==> src/rtl/simple_proc_pkg.sv <==
// simple_proc shared definitions: opcodes, control states
// and data-bus source selection.
package simple_proc_pkg;

   localparam logic [2:0] OP_MV  = 3'b000;
   localparam logic [2:0] OP_MVT = 3'b001;
   localparam logic [2:0] OP_ADD = 3'b010;
   localparam logic [2:0] OP_SUB = 3'b011;

   typedef enum logic [1:0] {
      T0 = 2'd0,
      T1 = 2'd1,
      T2 = 2'd2,
      T3 = 2'd3
   } state_t;

   typedef enum logic [2:0] {
      BUS_ZERO = 3'd0,
      BUS_OPND = 3'd1,
      BUS_MVT  = 3'd2,
      BUS_RX   = 3'd3,
      BUS_G    = 3'd4
   } bus_sel_t;

endpackage

==> src/rtl/simple_proc_regn.sv <==
// regn: 16-bit register with load enable, async active-low clear.
// Ports: clk, rst_n, en (load), d (data in), q (stored value).
module regn (
   input  logic        clk,
   input  logic        rst_n,
   input  logic        en,
   input  logic [15:0] d,
   output logic [15:0] q
);

   logic [15:0] q_d;
   logic [15:0] q_q;

   always_comb begin
      q_d = q_q;
      if (en) q_d = d;
   end

   always_ff @(posedge clk or negedge rst_n) begin
      if (!rst_n) q_q <= 16'h0000;
      else        q_q <= q_d;
   end

   assign q = q_q;

endmodule

==> src/rtl/simple_proc.sv <==
// simple_proc: multicycle 16-bit CPU (mv, mvt, add, sub), 8 regs.
// Ports: Clock, Resetn, DIN, Run in; Done, BusWires out; Rsel/Rout debug read.
module simple_proc
   import simple_proc_pkg::*;
(
   input  logic        Clock,
   input  logic        Resetn,
   input  logic [15:0] DIN,
   input  logic        Run,
   output logic        Done,
   output logic [15:0] BusWires,
   input  logic [2:0]  Rsel,
   output logic [15:0] Rout
);

   state_t      state_q;
   state_t      state_d;
   bus_sel_t    bus_sel;

   logic [15:0] ir_q;
   logic [15:0] a_q;
   logic [15:0] g_q;
   logic [15:0] g_d;
   logic [15:0] r_q [8];

   logic        ir_en;
   logic        a_en;
   logic        g_en;
   logic        rx_wr;

   logic [2:0]  op;
   logic        imm;
   logic [2:0]  rx;
   logic [2:0]  ry;
   logic [8:0]  dfld;
   logic [15:0] operand;
   logic [15:0] rx_val;

   assign op   = ir_q[15:13];
   assign imm  = ir_q[12];
   assign rx   = ir_q[11:9];
   assign dfld = ir_q[8:0];
   assign ry   = dfld[2:0];

   assign operand = imm ? {7'b0, dfld} : r_q[ry];
   assign rx_val  = r_q[rx];

   // rX is untouched until T3, so a same-register operand
   // still sees the pre-instruction value in T2.
   assign g_d = (op == OP_SUB) ? a_q - operand : a_q + operand;

   always_comb begin
      state_d = state_q;
      bus_sel = BUS_ZERO;
      ir_en   = 1'b0;
      a_en    = 1'b0;
      g_en    = 1'b0;
      rx_wr   = 1'b0;
      Done    = 1'b0;
      case (state_q)
         T0: begin
            if (Run) begin
               ir_en   = 1'b1;
               state_d = T1;
            end
         end
         T1: begin
            state_d = T0;
            case (op)
               OP_MV: begin
                  bus_sel = BUS_OPND;
                  rx_wr   = 1'b1;
                  Done    = 1'b1;
               end
               OP_MVT: begin
                  bus_sel = BUS_MVT;
                  rx_wr   = 1'b1;
                  Done    = 1'b1;
               end
               OP_ADD, OP_SUB: begin
                  bus_sel = BUS_RX;
                  a_en    = 1'b1;
                  state_d = T2;
               end
               default: Done = 1'b1;
            endcase
         end
         T2: begin
            g_en    = 1'b1;
            state_d = T3;
         end
         T3: begin
            bus_sel = BUS_G;
            rx_wr   = 1'b1;
            Done    = 1'b1;
            state_d = T0;
         end
         default: state_d = T0;
      endcase
   end

   always_comb begin
      BusWires = 16'h0000;
      case (bus_sel)
         BUS_OPND: BusWires = operand;
         BUS_MVT:  BusWires = {dfld[7:0], 8'h00};
         BUS_RX:   BusWires = rx_val;
         BUS_G:    BusWires = g_q;
         default:  BusWires = 16'h0000;
      endcase
   end

   always_ff @(posedge Clock or negedge Resetn) begin
      if (!Resetn) state_q <= T0;
      else         state_q <= state_d;
   end

   regn u_ir (
      .clk(Clock), .rst_n(Resetn), .en(ir_en), .d(DIN), .q(ir_q)
   );

   regn u_a (
      .clk(Clock), .rst_n(Resetn), .en(a_en), .d(BusWires), .q(a_q)
   );

   regn u_g (
      .clk(Clock), .rst_n(Resetn), .en(g_en), .d(g_d), .q(g_q)
   );

   for (genvar i = 0; i < 8; i++) begin : g_regs
      regn u_r (
         .clk  (Clock),
         .rst_n(Resetn),
         .en   (rx_wr && (rx == 3'(i))),
         .d    (BusWires),
         .q    (r_q[i])
      );
   end

   assign Rout = r_q[Rsel];

endmodule

==> config.mk <==
export PLATFORM = sky130hd
export DESIGN_NAME = simple_proc
export DESIGN_NICKNAME = d
export VERILOG_FILES = /design/src/rtl/simple_proc_pkg.sv /design/src/rtl/simple_proc_regn.sv /design/src/rtl/simple_proc.sv
export SDC_FILE = /design/constraint.sdc
export NUM_CORES = 1
export LEC_CHECK = 0
export ABC_AREA = 1
export ABC_CLOCK_PERIOD_IN_PS = 4480
export CAP_MARGIN = 10
export CORE_AREA = 2 2 171 173
export DETAILED_ROUTE_END_ITERATION = 16
export DIE_AREA = 0 0 173 175
export MAX_ROUTING_LAYER = met4
export SETUP_SLACK_MARGIN = 0.4
export SLEW_MARGIN = 20
export SYNTH_ARGS = -nofsm -noshare
export SYNTH_HDL_FRONTEND = slang
export SYNTH_SLANG_ARGS = --single-unit
==> constraint.sdc <==
create_clock -name Clock -period 4.48 [get_ports Clock]
set_clock_uncertainty 0.15 [all_clocks]
set_input_delay 0.448 -clock Clock [delete_from_list [all_inputs] [get_ports Clock]]
set_output_delay 0.448 -clock Clock [all_outputs]
set_load 0.05 [all_outputs]
# == Word-level counts from Yosys, hierarchy flattened ==
# Cells that the tools add are included.
# word_totals
reg_bits,178
latch_bits,0
mem_bits_rw,0
rom_bits,0
inputBits,22
output_inout_bits,33
wordCells,77
memories,0
# classes
n_addsub,2
n_mul,0
div,0
n_lt_le_gt_ge,3
eq_ne,18
shift,0
n_mux,26
bitwise_logic,3
reduce_logical,13
# op_table
op,n
$bmux W16 S3,3
$mux W16,8
$pmux W16 S4,1
$eq A3 B2 Y1 const B,6
$add A16 B16 Y16,1
$sub A16 B16 Y16,1
$eq A3 B3 Y1 const B,5
$ge A4 B4 Y1 const B,3
$not A3 Y4,3
$eq A3 B1 Y1 const B,3
$logic_and A1 B1 Y1,8
$pmux W2 S4,1
$mux W1,7
$logic_not A3 Y1,2
$pmux W2 S3,1
$pmux W3 S2,1
$eq A2 B2 Y1 const B,2
$mux W2,2
$pmux W1 S2,2
$reduce_or A2 Y1,2
$eq A2 B1 Y1 const B,1
$logic_not A2 Y1,1
$ne A2 B2 Y1 const B,1

# == Longest topological paths before layout ==
# logic_depth
ltp_word,7
mapped_depth,30
depth_no_buf,29

# == Hierarchy ==
# Synthesis repeated with hierarchy kept, for this count alone.
# hier_totals
hier_cells,1719
area_unflattened_um2,11959.0
# by_module_without_submodules
module,n_inst,cells_each,area_per_inst_um2,seq_area_each_um2
regn,11,68,644.4,400.4
simple_proc,1,971,4870.9,50.0

# == Worst setup path after synthesis ==
# No wires, ideal clock.
# synth_timing
path_type,reg2reg
start,register u_ir.q_q[1] (netlist: u_ir.q[1])
end,register u_g.q_q[15] (netlist: u_g.q[15])
setup_ps,118
arrival_time_ps,3221
required_time_ps,4212
path_slack_ps,991
stages_incl_launch_ff,28
path_buffers,2
period_less_slack_ps,3489
path_cell_list,dfrtp_1 -> buf_6 -> buf_4 -> a21oi_1 -> o21ai_0 -> nand3_1 -> nand2_1 -> inv_1 -> ha_1 -> inv_1 -> nor2_2 -> nand2_2 -> nor2_4 -> nand2_2 -> nor2_4 -> nand2_1 -> nand2_1 -> xor2_1 -> inv_1 -> ha_1 -> a21o_1 -> a21oi_1 -> nor2_1 -> a211o_1 -> a31oi_1 -> nand3_1 -> nand3_1 -> nand2_1
# synth_via
elab_chain_cells,7
elab_cells_between_ends,8
classes_between,add/sub: 2; mux: 5; bitwise: 1
# synth_rtl
element,line,rtl
start: declaration,simple_proc_regn.sv:12,logic [15:0] q_q;
start signal: assignment,simple_proc_regn.sv:21,else q_q <= q_d;
$not A3 Y4 (implied by the code),simple_proc.sv:45,"assign operand = imm ? {7'b0, dfld} : r_q[ry];"
$bmux W16 S3,simple_proc.sv:45,
$mux W16 (implied by the code) (2 in series),simple_proc.sv:45,
$mux W16 *,simple_proc.sv:45,
$add A16 B16 Y16 or $sub A16 B16 Y16 (tied branches),simple_proc.sv:50,assign g_d = (op == OP_SUB) ? a_q - operand : a_q + operand;
$mux W16 *,simple_proc.sv:50,
end signal: assignment,simple_proc_regn.sv:21,
end: declaration,simple_proc_regn.sv:12,
# Every way passes the cells marked *; elsewhere a longest branch is shown, timed or not. The select of a mux whose other input is x is not followed.
# A chain may end at the register's enable or synchronous reset.

# == Worst setup path after layout ==
# layout_timing
start,register u_ir.q_q[1] (netlist: u_ir.q[1])
end,output BusWires[3]
# layout_via
elab_chain_cells,6
# layout_rtl
element,line,rtl
$not A3 Y4 (implied by the code),simple_proc.sv:45,
$bmux W16 S3,simple_proc.sv:45,
$mux W16 (implied by the code) (2 in series),simple_proc.sv:45,
$mux W16,simple_proc.sv:45,
$pmux W16 S4,simple_proc.sv:104,case (bus_sel)
end: declaration,simple_proc.sv:11,"output logic [15:0] BusWires,"
# No other way between the ends. The select of a mux whose other input is x is not followed.

==> results.txt <==
----------------------------------------------------
[STA]
  Worst-Margin Slew ... 1.12 ns
  Final count of pins violating max slew ... 0
  Post-route worst hold slack ... -0.0667 ns
  Final worst path period need ... 4.04 ns
  Maximum achievable frequency ... 0.248 GHz
  Rel. slew slack ... 0.250
  Final-layout setup total negative slack ... 0 ns
  Unrepaired setup endpoints after global routing ... true
  Hold violation count in the final report ... 20
  Final setup violation count ... 0
  Period utilization ... 0.901

[Logic synthesis]
  Largest family of logic cells by synthesized area ... simple AND/OR/NAND/NOR gates
  Dominant cell type by area after synthesis ... dfrtp_1
  Post-synthesis share of cell area spent on xor and xnor gates ... 0.0163
  Synth top area share ... 0.395
  Number of cells produced by synthesis ... 1568
  Distinct cell type count of the synthesized netlist ... 50
  Async S/R FF share, synth ... 1.00
  Number of enable-type register cells in the synthesized netlist ... 0
  Syn avg cell area ... 7.18 um2
  Share of synthesized cell area in full adder, half adder and majority cells ... 0.0195
  Main area contributors after synthesis ... dfrtp_1, nand2_1, o21ai_0, inv_1, a21oi_1
  Commonest register cell after synthesis ... dfrtp_1
  Mapped cell area ... 0.0113 mm2
  Syn nets ... 1607
  Synth warn ... 0
  Share of cell area taken by muxes after synthesis ... 0.00500
  Sequential fraction of the synthesis area ... 0.395
  Post-synthesis share of cell area spent on and, or, nand and nor gates ... 0.233
  Synth Area in Compound Gates ... 0.226
  Number of synthesized register bits ... 178

[Floorplan]
  Die area ... 0.0303 mm2
  Core region area ... 0.0284 mm2
  Initial Util ... 0.397
  Ports placed on the boundary ... 55
  FP Rows ... 62
  Die Span Y ... 175 um
  X dimension of the die ... 173 um

[Power]
  Switching share of total power ... 0.508
  Total leakage power ... 5.99 nW
  Proportion of power drawn by flip-flops and latches ... 0.262
  Power spent charging and discharging nets ... 5.22 mW
  Power per unit of standard cell area ... 795 mW/mm2
  Maximum ir drop on the vdd rail ... 0.366 mV
  Part of the total power dissipated in combinational logic ... 0.589
  Cell-internal power ... 5.05 mW
  Relative contribution of the clock network to total power ... 0.149

[Clock network]
  Clock slew at the register clock pins of the worst setup and hold paths ... 0.07 ns
  CTS hold repair buffers ... 0
  CTS tree ... yes
  Sink Count ... 178
  H-tree depth ... 4
  Clock tree root driver cell ... clkbuf_16
  Total CTS buffers ... 17
  Maximum clock insertion buffer count ... 2
  Clk Latency, worst-skew pair ... 0.45 ns

[Placement]
  Global placer's final weighted congestion ... 0.910
  Port buffer count ... 54
  Half-perimeter wire length after placement ... 26.7 mm
  Number of placed instances, taps included ... 1960

[Global route]
  First-pass GRT wire length ... 62.2 mm
  Number of global-route vias before repair ... 10500
  Global router's overall resource usage ... 0.275
  Pin count of the biggest net entering global routing ... 107
  Total global routing overflow ... 0
  Antenna violations before repair ... 0

[Critical path]
  Crit path max fanout ... 20
  Critical path arrival ... 3.44 ns
  RR Startpoint ... u_ir.q[12]
  CP Capture Type ... primary output
  Required time reported for the critical path endpoint ... 3.88 ns
  Setup slack of the worst register-to-register path ... 0.60 ns
  Crit path launch type ... register
  Critical Path Source ... u_ir.q[1]
  Critical path start-end classification ... reg2out

[Drt]
  Total routed wirelength ... 40.0 mm
  Number of nets with antenna violations after detailed routing ... 0
  Post-detailed-route via-to-cell ratio ... 5.59
  Number of remaining DRC errors ... 0
  1st-iter DRT viols ... 1375
  Mean routed wirelength per cell ... 20.1 um
  Number of vias in the routed layout ... 11100
  Number of search-and-repair iterations in the first detailed-routing pass ... 6

[Worst hold path]
  Type of the tightest min-delay check ... in2async

[Cells and area]
  Layout fillers ... 2925
  Total area of multi-input combinational cells ... 0.00564 mm2
  Layout net count ... 1637
  Count of placed standard cells in the final layout, fillers left out ... 1994
  Area growth from synthesis to layout ... 14.8%
  Total inserted antenna cells ... 0
  Share of layout cells above drive strength 1 ... 0.103
  Register area ... 0.00446 mm2

[Run status]
  Result of the run ... complete, but fails checks
  Failing checks ... negative hold slack

[Run]
  Maximum Capacitance Violations ... 0

----------------------------------------------------
## layer usage
layer,GRT usage,part of all wire
met1,0.381,0.44
met2,0.405,0.44
met4,0.0915,0.029
met3,0.0496,0.092
met5,-,0
## logic make-up (layout without fill, tap and decap cells)
group / count (synthesis) / count (layout)
DFF: 178 / 178
AOI/OAI and AO/OA: 453 / 453
xor gates and xnor gates: 21 / 21
and+or+nand+nor: 627 / 627
buffers and inverters: 267 / 309
muxes: 5 / 5
adders and majority gates: 17 / 17
## state kept, by name (all words and copies together) (netlist names), named ones only
| register | flops |
|---|---|
| g_regs.u_r.q | 128 |
| u_a.q | 16 |
| u_g.q | 16 |
| u_ir.q | 16 |
| state_q | 1 |
## cells in the mapped netlist (2+ instances only)
master     number
buf_6          14
a221oi_1       13
clkbuf_1       47
inv_4           3
nand4_1         2
buf_2          21
dfrtp_1       178
nand3_2         8
o211ai_1        5
o221ai_2        2
nor2_4          5
a21oi_1        94
nor2_1         56
xnor2_1         5
inv_1         166
xor2_1         16
nor2_2         10
or2_2           2
o21ai_1        11
a22oi_1         3
inv_2           6
nor3_1          2
nand3_1        88
buf_4           5
or2_1           2
o2111ai_2       2
o21ai_0       225
o22ai_1        65
a21oi_2         5
nand2_2         8
mux2_2          5
ha_1           16
a31oi_1        18
o211ai_2        3
nand2_1       442
## per-stage QoR
stage	area (um2)	hold WS [ns]	setup WS (ns)	util	total power, mW
after global placement	12300	0.316	0.476	0.433	8.55
after floorplan	11300	0.00241	0.991	-	6.82
final	12900	-0.0667	0.444	0.455	10.3
after CTS	12900	0.0189	0.413	0.453	10.1
after detailed placement	12300	0.321	0.432	0.433	8.59
after global routing	12900	0.0329	0.286	0.455	11.0
## final timing paths
check	endpoint	cells past startpoint
setup / recovery	BusWires[3]	9
hold / removal	u_g.q[12]	1
setup reg to reg	u_g.q[15]	25
hold reg to reg	g_regs[0].u_r.q[2]	2
max in group asynchronous	g_regs[0].u_r.q[15]	2
min in group Clock	g_regs[0].u_r.q[2]	2
## cell type report
cell class,count,area share
clock buffer,21,0.0364
clock inverter,10,0.00842
inverter,178,0.0534
multi-input combinational,1123,0.436
sequential,178,0.345
tap,384,0.0372
timing repair buffer,100,0.0831
## critical path, stage by stage (launching register included)
cell,delay (ns)
dfrtp_2,0.48
inv_4,0.24
buf_4,0.25
nand3_1,0.11
nand3_1,0.11
nand2_1,0.10
nor2_4,0.17
inv_4,0.06
o221ai_2,0.54
clkdlybuf4s50_1,0.94
## timing repair
action / 4_1_cts / 5_1_grt
setup endpoints to repair: 1 / 20
gates resized for setup: 1 / 15
setup buffers: 0 / 3
## layout by cell type (no fill, tap or decap), drive strengths merged, types with 2 or more instances in the layout
cell type,n
nand2,451
o21ai,237
dfrtp,178
inv,176
a21oi,99
nand3,96
nor2,71
o22ai,65
buf,63
clkdlybuf4s50,34
clkbuf,22
a31oi,18
xor2,16
ha,16
a221oi,13
o211ai,8
clkinv,7
mux2,5
xnor2,5
or2,4
clkinvlp,3
a22oi,3
o2111ai,3
nor3,3
nand4,2
o221ai,2
bufinv,2
## power by group through the flow
| stage | logic, mW | registers, mW | clock network (mW) |
|---|---|---|---|
| 4_1_cts | 5.91 | 2.68 | 1.55 |
| 6_report | 6.05 | 2.69 | 1.53 |
| 2_1_floorplan | 4.33 | 2.48 | 0 |
| 5_1_grt | 6.68 | 2.76 | 1.60 |
| 3_3_place_gp | 5.86 | 2.69 | 0 |
| 3_5_place_dp | 5.89 | 2.69 | 0 |
Note: power is estimated with default switching activity, not from simulation.
